$ cat src/rtl/seq_adder_sub.sv
`default_nettype none
// ============================================================================
// Module   : seq_adder_sub
// Purpose  : Multi-cycle adder/subtractor, CHUNK bits per clock with a
//            carried chunk-to-chunk carry, start/done handshake and flags.
// Revision : 1.0 - initial release
// ============================================================================
module seq_adder_sub #(
    parameter int WIDTH = 32,
    parameter int CHUNK = 8
) (
    input  logic             clk,
    input  logic             rst_n,
    input  logic             start,
    input  logic             sub,
    input  logic [WIDTH-1:0] A,
    input  logic [WIDTH-1:0] B,
    output logic             busy,
    output logic             done,
    output logic [WIDTH-1:0] R,
    output logic             Cout,
    output logic             Ovf,
    output logic             Zero
);

    localparam int c_nchunks = WIDTH / CHUNK;
    localparam int c_cntw    = $clog2(c_nchunks + 1);
    localparam logic [c_cntw-1:0] c_last = c_cntw'(c_nchunks - 1);

    typedef enum logic [1:0] {
        S_IDLE = 2'd0,
        S_RUN  = 2'd1,
        S_DONE = 2'd2
    } state_t;

    state_t              r_state;
    state_t              w_next_state;
    logic                w_accept;
    logic                w_last;

    logic [WIDTH-1:0]    r_a;
    logic [WIDTH-1:0]    r_b;
    logic [WIDTH-1:0]    r_part;
    logic                r_carry;
    logic [c_cntw-1:0]   r_cnt;

    logic [CHUNK:0]      w_sum;
    logic [WIDTH-1:0]    w_sum_ext;
    logic [WIDTH-1:0]    w_next_part;
    logic                w_ovf;

    // Operand copies shift right so the active chunk always sits in the low
    // bits; the partial result fills from the top and is complete after N steps.
    assign w_last      = (r_cnt == c_last);
    assign w_sum       = {1'b0, r_a[CHUNK-1:0]} + {1'b0, r_b[CHUNK-1:0]}
                       + (CHUNK+1)'(r_carry);
    assign w_sum_ext   = WIDTH'(w_sum[CHUNK-1:0]);
    assign w_next_part = (r_part >> CHUNK) | (w_sum_ext << (WIDTH - CHUNK));

    // On the final chunk the low bits of r_a/r_b hold the operand MSBs.
    assign w_ovf = (r_a[CHUNK-1] == r_b[CHUNK-1]) && (w_sum[CHUNK-1] != r_a[CHUNK-1]);

    assign busy = (r_state == S_RUN);
    assign done = (r_state == S_DONE);

    always_ff @(posedge clk or negedge rst_n) begin
        if (!rst_n) begin
            r_state <= S_IDLE;
        end else begin
            r_state <= w_next_state;
        end
    end

    always_comb begin
        w_next_state = r_state;
        w_accept     = 1'b0;
        case (r_state)
            S_IDLE: begin
                if (start) begin
                    w_next_state = S_RUN;
                    w_accept     = 1'b1;
                end
            end
            S_RUN: begin
                if (w_last) begin
                    w_next_state = S_DONE;
                end
            end
            S_DONE: begin
                if (start) begin
                    w_next_state = S_RUN;
                    w_accept     = 1'b1;
                end else begin
                    w_next_state = S_IDLE;
                end
            end
            default: begin
                w_next_state = S_IDLE;
            end
        endcase
    end

    always_ff @(posedge clk or negedge rst_n) begin
        if (!rst_n) begin
            r_a     <= '0;
            r_b     <= '0;
            r_part  <= '0;
            r_carry <= 1'b0;
            r_cnt   <= '0;
            R       <= '0;
            Cout    <= 1'b0;
            Ovf     <= 1'b0;
            Zero    <= 1'b0;
        end else if (w_accept) begin
            r_a     <= A;
            r_b     <= B ^ {WIDTH{sub}};
            r_part  <= '0;
            r_carry <= sub;
            r_cnt   <= '0;
        end else if (r_state == S_RUN) begin
            r_a     <= r_a >> CHUNK;
            r_b     <= r_b >> CHUNK;
            r_part  <= w_next_part;
            r_carry <= w_sum[CHUNK];
            if (w_last) begin
                R    <= w_next_part;
                Cout <= w_sum[CHUNK];
                Ovf  <= w_ovf;
                Zero <= (w_next_part == '0);
            end else begin
                r_cnt <= r_cnt + c_cntw'(1);
            end
        end
    end

endmodule
`default_nettype wire

$ cat config.mk
export PLATFORM = sky130hd
export DESIGN_NAME = seq_adder_sub
export DESIGN_NICKNAME = d
export VERILOG_FILES = /design/src/rtl/seq_adder_sub.sv
export SDC_FILE = /design/constraint.sdc
export NUM_CORES = 1
export LEC_CHECK = 0
export CORE_MARGIN = 2
export CORE_UTILIZATION = 34
export CTS_BUF_LIST = sky130_fd_sc_hd__clkbuf_16
export DETAILED_ROUTE_END_ITERATION = 6
export PLACE_DENSITY = 0.55
export SLEW_MARGIN = 10
export SYNTH_ARGS = -nofsm -noshare
export SYNTH_HDL_FRONTEND = slang
export SYNTH_SLANG_ARGS = --single-unit
$ cat constraint.sdc
create_clock -name clk -period 4.2 [get_ports clk]
set_clock_uncertainty 0.1 [all_clocks]
set_input_delay 0.63 -clock clk [delete_from_list [all_inputs] [get_ports clk]]
set_output_delay 0.63 -clock clk [all_outputs]
set_load 0.01 [all_outputs]
==> results.json <==
{
  "dp.cells": 830,
  "cts.path.max_buffers": 2,
  "die_area_um2": 18000,
  "remaining_drc_errors": 0,
  "final-hold-violation-count": 0,
  "synth.largest_area_cell": "dfrtp_1",
  "path_clk_slew_ns": 0.05,
  "post_cts_buffers": 0,
  "htreeDepth": 4,
  "diodes": 0,
  "finalNetCount": 708,
  "gp_congestion": 0.794,
  "ys_ff_latch": 129,
  "clk_latency_ns": 0.41,
  "slowest_delay_ns": 0.67,
  "p_leak_nw": 3.38,
  "antenna_found_initial": 0,
  "syn_avg_cell_area_um2": 10.7,
  "hold_path_class": "in -> async",
  "synth.area.top_cells": "dfrtp_1, nand2_1, mux2_1",
  "layout.cells.most_common_list": "dfrtp_1, nand2_1, clkdlybuf4s50_1",
  "ant_nets": 0,
  "maxSlewHeadroom_pct": 32.8,
  "start_util_pct": 34.7,
  "multi_input_area_um2": 2360,
  "grt_max_degree": 103,
  "dr.pass1.iters": 5,
  "cp.arrival_ns": 2.23,
  "track_usage_pct": 15.8,
  "worst_pin_slew_ns": 1.01,
  "setup_viol": 0,
  "async_flop_share_pct": 100,
  "fin_tns_setup_ns": 0,
  "synth-edff-count": 0,
  "ctsResizeCount": 0,
  "synth_cell_types": 41,
  "clock.fmax_mhz": 338,
  "synthesis.nets": 616,
  "core_area_um2": 16600,
  "ys_seq_area_share_pct": 56.1,
  "grt_pass1_wl_um": 22000,
  "vias": 4233,
  "rsz0062_at_grt": "false",
  "final_util_pct": 45.7,
  "r2r_start": "r_a[0]$_DFFE_PN0P_",
  "crit_fanout": 39,
  "drive_above_1_share_pct": 7.63,
  "seqCellArea_um2": 3230,
  "fin_crit_sh_pct": 70.5,
  "io_buffer_count": 104,
  "synthCells": 537,
  "whs_ns": 0.205,
  "drt_iter0_drc": 283,
  "syn_to_final_growth_pct": 31.5,
  "layout.cells.non_filler": 862,
  "criticalPathCategory": "reg -> out",
  "nFillCells": 1555,
  "cts_sinks": 129,
  "fp.dieW_um": 134,
  "dp_hpwl_um": 9120,
  "ys.warnings.count": 0,
  "endpoint_kind": "output pin",
  "maxCapViolations": 0,
  "fp-row-count": 47,
  "vias_per_cell": 4.91,
  "die_h_um": 134,
  "cts_tree": "yes",
  "slew_violations": 0,
  "grt_pass1_vias": 4318,
  "fin_crit_ns": 2.96,
  "hold_buffers": 0,
  "ir_drop_uv": 352,
  "final_common_cell": "dfrtp_1",
  "netlist.area_leader.share_pct": 56.1,
  "crit_chain": "nand2b_1, inv_2, clkdlybuf4s50_1",
  "crit_required_ns": 3.47,
  "numCtsBuffers": 17,
  "crit_path_start": "r_state[1]$_DFFE_PN0P_",
  "crit_path_start_kind": "flop",
  "overflow": 0,
  "worst_r2r_path_depth": 9,
  "root_buffer": "clkbuf_16",
  "io_pins": 105,
  "wl_per_cell_um": 15.5,
  "status": "completed",
  "dpl_cell_area_um2": 6970,
  "drt_wl_total_um": 13300,
  "synthFlopType": "dfrtp_1",
  "p_per_area_nw_per_um2": 820,
  "netlist_area_um2": 5760,
  "postLayoutCellArea_um2": 7570,
  "slowest_stage": "clkdlybuf4s50_1"
}
==> cell type report <==
class	instances	share of cell area (%)
timing repair buffer	109	14.2
sequential	129	42.6
inverter	9	0.446
clock buffer	17	5.62
tap	220	3.64
multi-input combinational	363	31.1
clock inverter	15	2.33
==> registers in the layout, summed over array words and instances, names as in the netlist <==
| name | flops |
|---|---|
| Cout | 1 |
| Ovf | 1 |
| R | 32 |
| Zero | 1 |
| r_a | 32 |
| r_b | 32 |
| r_carry | 1 |
| r_cnt | 3 |
| r_part | 24 |
| r_state | 2 |
==> final timing paths <==
| path | to | slack [ns] |
|---|---|---|
| hold reg to reg | r_a[13]$_DFFE_PN0P_ | 0.37 |
| setup reg to reg | Zero$_DFFE_PN0P_ | 1.55 |
| hold / removal | R[6]$_DFFE_PN0P_ | 0.21 |
| setup / recovery | busy | 1.24 |
| min in group clk | r_a[13]$_DFFE_PN0P_ | 0.37 |
| max in group asynchronous | r_cnt[0]$_DFFE_PN0P_ | 2.82 |
==> synthesized netlist by cell type, types with 2 or more instances <==
cell type	number
o21ai_0	7
o21ai_1	19
nor2_1	29
a21oi_1	6
a31oi_1	22
buf_2	10
mux2_2	3
inv_1	7
a22o_1	26
clkbuf_1	22
a211oi_1	3
dfrtp_1	129
xnor2_1	14
nor4_1	5
nor2b_1	3
nor3_1	5
buf_1	3
ha_1	9
nand2b_1	6
fa_1	2
o21a_1	2
mux2_1	23
nand3_1	3
nand2_1	114
a22oi_1	22
a221o_1	2
inv_2	2
o31ai_2	2
xor2_1	25
==> per-stage QoR <==
stage	power [mW]	setup slack [ns]
after global placement	4.69	1.41
after CTS	6.29	1.19
final	6.21	1.24
after global routing	6.67	1.13
after floorplan	3.85	1.83
after detailed placement	4.77	1.35
==> worst max-delay path, delay by kind of cell, from the launching register on <==
| family | cells | cell delay (ns) |
|---|---|---|
| AND/OR/NAND/NOR | 1 | 0.18 |
| flip-flops | 1 | 0.39 |
| buffers and inverters | 2 | 1.24 |
==> report_power, final <==
part	leakage, nW	switching [mW]	internal [mW]	total, mW
logic	1.45	1.36	1.16	2.52
clock network	0.299	0.522	0.976	1.50
registers	1.63	0.386	1.81	2.19
total	3.38	2.27	3.94	6.21
==> per-layer routing <==
layer	part of all wire [%]	routed length (um)	global-route usage, %
met5	0	0	0
met4	1.8	245	5.56
met3	4.8	634	4.99
met2	48	6360	25.1
met1	46	6110	20.5
==> logic make-up after synthesis <==
group           Yosys count  synth area share (%)
compound gates          116                  14.5
xor+xnor                 39                  5.93
fa+ha+maj                11                  2.65
buf+inv                  45                  3.28
flops                   129                  56.1
mux                      26                  5.08
simple gates            171                  12.5
No activity file was read; power rests on OpenSTA's default activity.
==> variant (same settings) <==
Reset style: synchronous (`rst_n`), changed in 2 clocked blocks.
--- a/src/rtl/seq_adder_sub.sv
+++ b/src/rtl/seq_adder_sub.sv
@@ -64,5 +64,5 @@
     assign done = (r_state == S_DONE);
 
-    always_ff @(posedge clk or negedge rst_n) begin
+    always_ff @(posedge clk) begin
         if (!rst_n) begin
             r_state <= S_IDLE;
@@ -101,5 +101,5 @@
     end
 
-    always_ff @(posedge clk or negedge rst_n) begin
+    always_ff @(posedge clk) begin
         if (!rst_n) begin
             r_a     <= '0;
Behaviour: differs if rst_n is asserted again (counterexample within 4 cycles, from zero or initial values and one cycle with rst_n low); with rst_n held inactive, the same outputs for 4 cycles.
==> variant against the original RTL <==
  * Setup slack better by 0.065 ns
  * Sequential cell count is the same
  * Critical path type unchanged
  * Routed wire length increased by 3.7%
  * Synthesized cell count rose by 22%
  * Cell area is 4.3% lower
  * Area after synthesis decreased by 6.2%
Power is not compared: it rests on default switching activity, and its combinational part moved more than twofold at a synthesized area within 25%.
==> variant: results (changes against the original RTL) <==
Placed design
• **I/O Buffers** 104, unchanged
• **instance area at placement** 6580 sq um, -5.7%
• **RePlAce Congestion** 0.775, -2.5%
• **Detailed Place HPWL** 9610 microns, +5.3%
• **post-placement cell count** 936, +13%
• **worst slack at placement** 1.19 ns, -0.159 ns

Critical path
• **Critical R2R Launch** r_b[0]
• **crit path max fanout** 40, +2.6%
• **worst setup slack for register-to-register paths** 1.48 ns, -0.07 ns
• **critical path data arrival time** 2.16 ns, -0.07 ns
• **startpoint of the most critical setup path** r_state[0]
• **critical register-to-register path endpoint** Zero

Synthesis
• **fraction of registers with async set/reset** 0%, -100 points
• **multiplexer share of the synthesized area** 0.185%, -4.9 points
• **sequential-to-total area share from yosys stat** 47.8%, -8.3 points
• **cells taking the most area after synthesis** sky130_fd_sc_hd__dfxtp_1, sky130_fd_sc_hd__nand2_1, sky130_fd_sc_hd__a21oi_1
• **xor-xnor portion of the synthesized cell area** 6.46%, +0.53 points
• **complex-gate fraction of the synthesized area** 18.1%, +3.7 points
• **nets in the synthesized netlist** 736, +19%
• **Synth area leader** sky130_fd_sc_hd__dfxtp_1
• **commonest cells in the synthesized netlist** sky130_fd_sc_hd__nand2_1, sky130_fd_sc_hd__dfxtp_1, sky130_fd_sc_hd__nor2_1
• **adder-cell area share of the yosys netlist** 2.83%, +0.17 points
• **number of library cell types mapped by synthesis** 47, +15%

Global route
• **GR met3 Demand/Resource** 4.22%, -0.77 points
• **routing usage on met1** 22.4%, +1.9 points
• **fraction of met2 tracks used by global routing** 26.7%, +1.6 points
• **maximum number of pins on one net before global-route repair** 65, -37%
• **number of global-route vias before repair** 4584, +6.2%
• **first-pass GRT wire length** 22800 microns, +3.3%
• **combined global-route utilization of all metal layers** 17.3%, +1.5 points

Drt
• **drt initial violations** 248, -12%
• **via total after detailed routing** 4730, +12%
• **via/cell ratio** 4.89, -0.50%
• **metal2 WL** 6270 microns, -1.4%
• **DR WL/cell** 14.3 microns, -7.7%
• **met3 WL** 667 microns, +5.2%

Timing
• **actual slew at the worst max-slew pin** 0.906 ns, -0.103 ns
• **Worst Hold Margin** 0.350 ns, +0.145 ns
• **post-route clock period utilization** 68.9%, -1.6 points

Finish
• **fillcell total** 1526, -1.9%
• **Non-clock buffer share** 15.1%, +0.94 points
• **sequential standard cell area** 2580 sq um, -20%
• **count of multi-input combinational gates** 472, +30%
• **multi-input gate share of the layout cell area** 36.0%, +4.8 points
• **share of post-route cells with drive strength above 1** 6.78%, -0.85 points
• **clock network area share** 9.17%, +1.2 points
• **area used by multi-input combinational logic** 2610 sq um, +10%
• **Non-clock buffers** 112, +2.8%

Worst hold path
• **hold crit path type** reg2reg

Run status
• **run status** finished clean

Die
• **floorplan row count** 46, -2.1%

-- variant: changes by cell type in the layout (fill, tap and decap cells not counted), moves of 9 or more --
cell,change
sky130_fd_sc_hd__nand2_1,+43
sky130_fd_sc_hd__nor2_1,+52
sky130_fd_sc_hd__a311oi_1,+15
sky130_fd_sc_hd__a22o_1,-26
sky130_fd_sc_hd__dfxtp_1,+129
sky130_fd_sc_hd__a221oi_1,+18
sky130_fd_sc_hd__mux2_1,-23
sky130_fd_sc_hd__dfrtp_1,-129
sky130_fd_sc_hd__a21oi_1,+65
sky130_fd_sc_hd__xor2_1,-9
sky130_fd_sc_hd__o21ai_1,-19
sky130_fd_sc_hd__a31oi_1,-22
-- variant: power by group --
group / leakage [nW] / switching (mW) / internal (mW) / total (mW)
registers: 1.05 / 0.0414 / 1.28 / 1.32
logic: 1.22 / 0.202 / 0.164 / 0.366
clock network: 0.317 / 0.546 / 1.11 / 1.65
total: 2.59 / 0.790 / 2.55 / 3.34
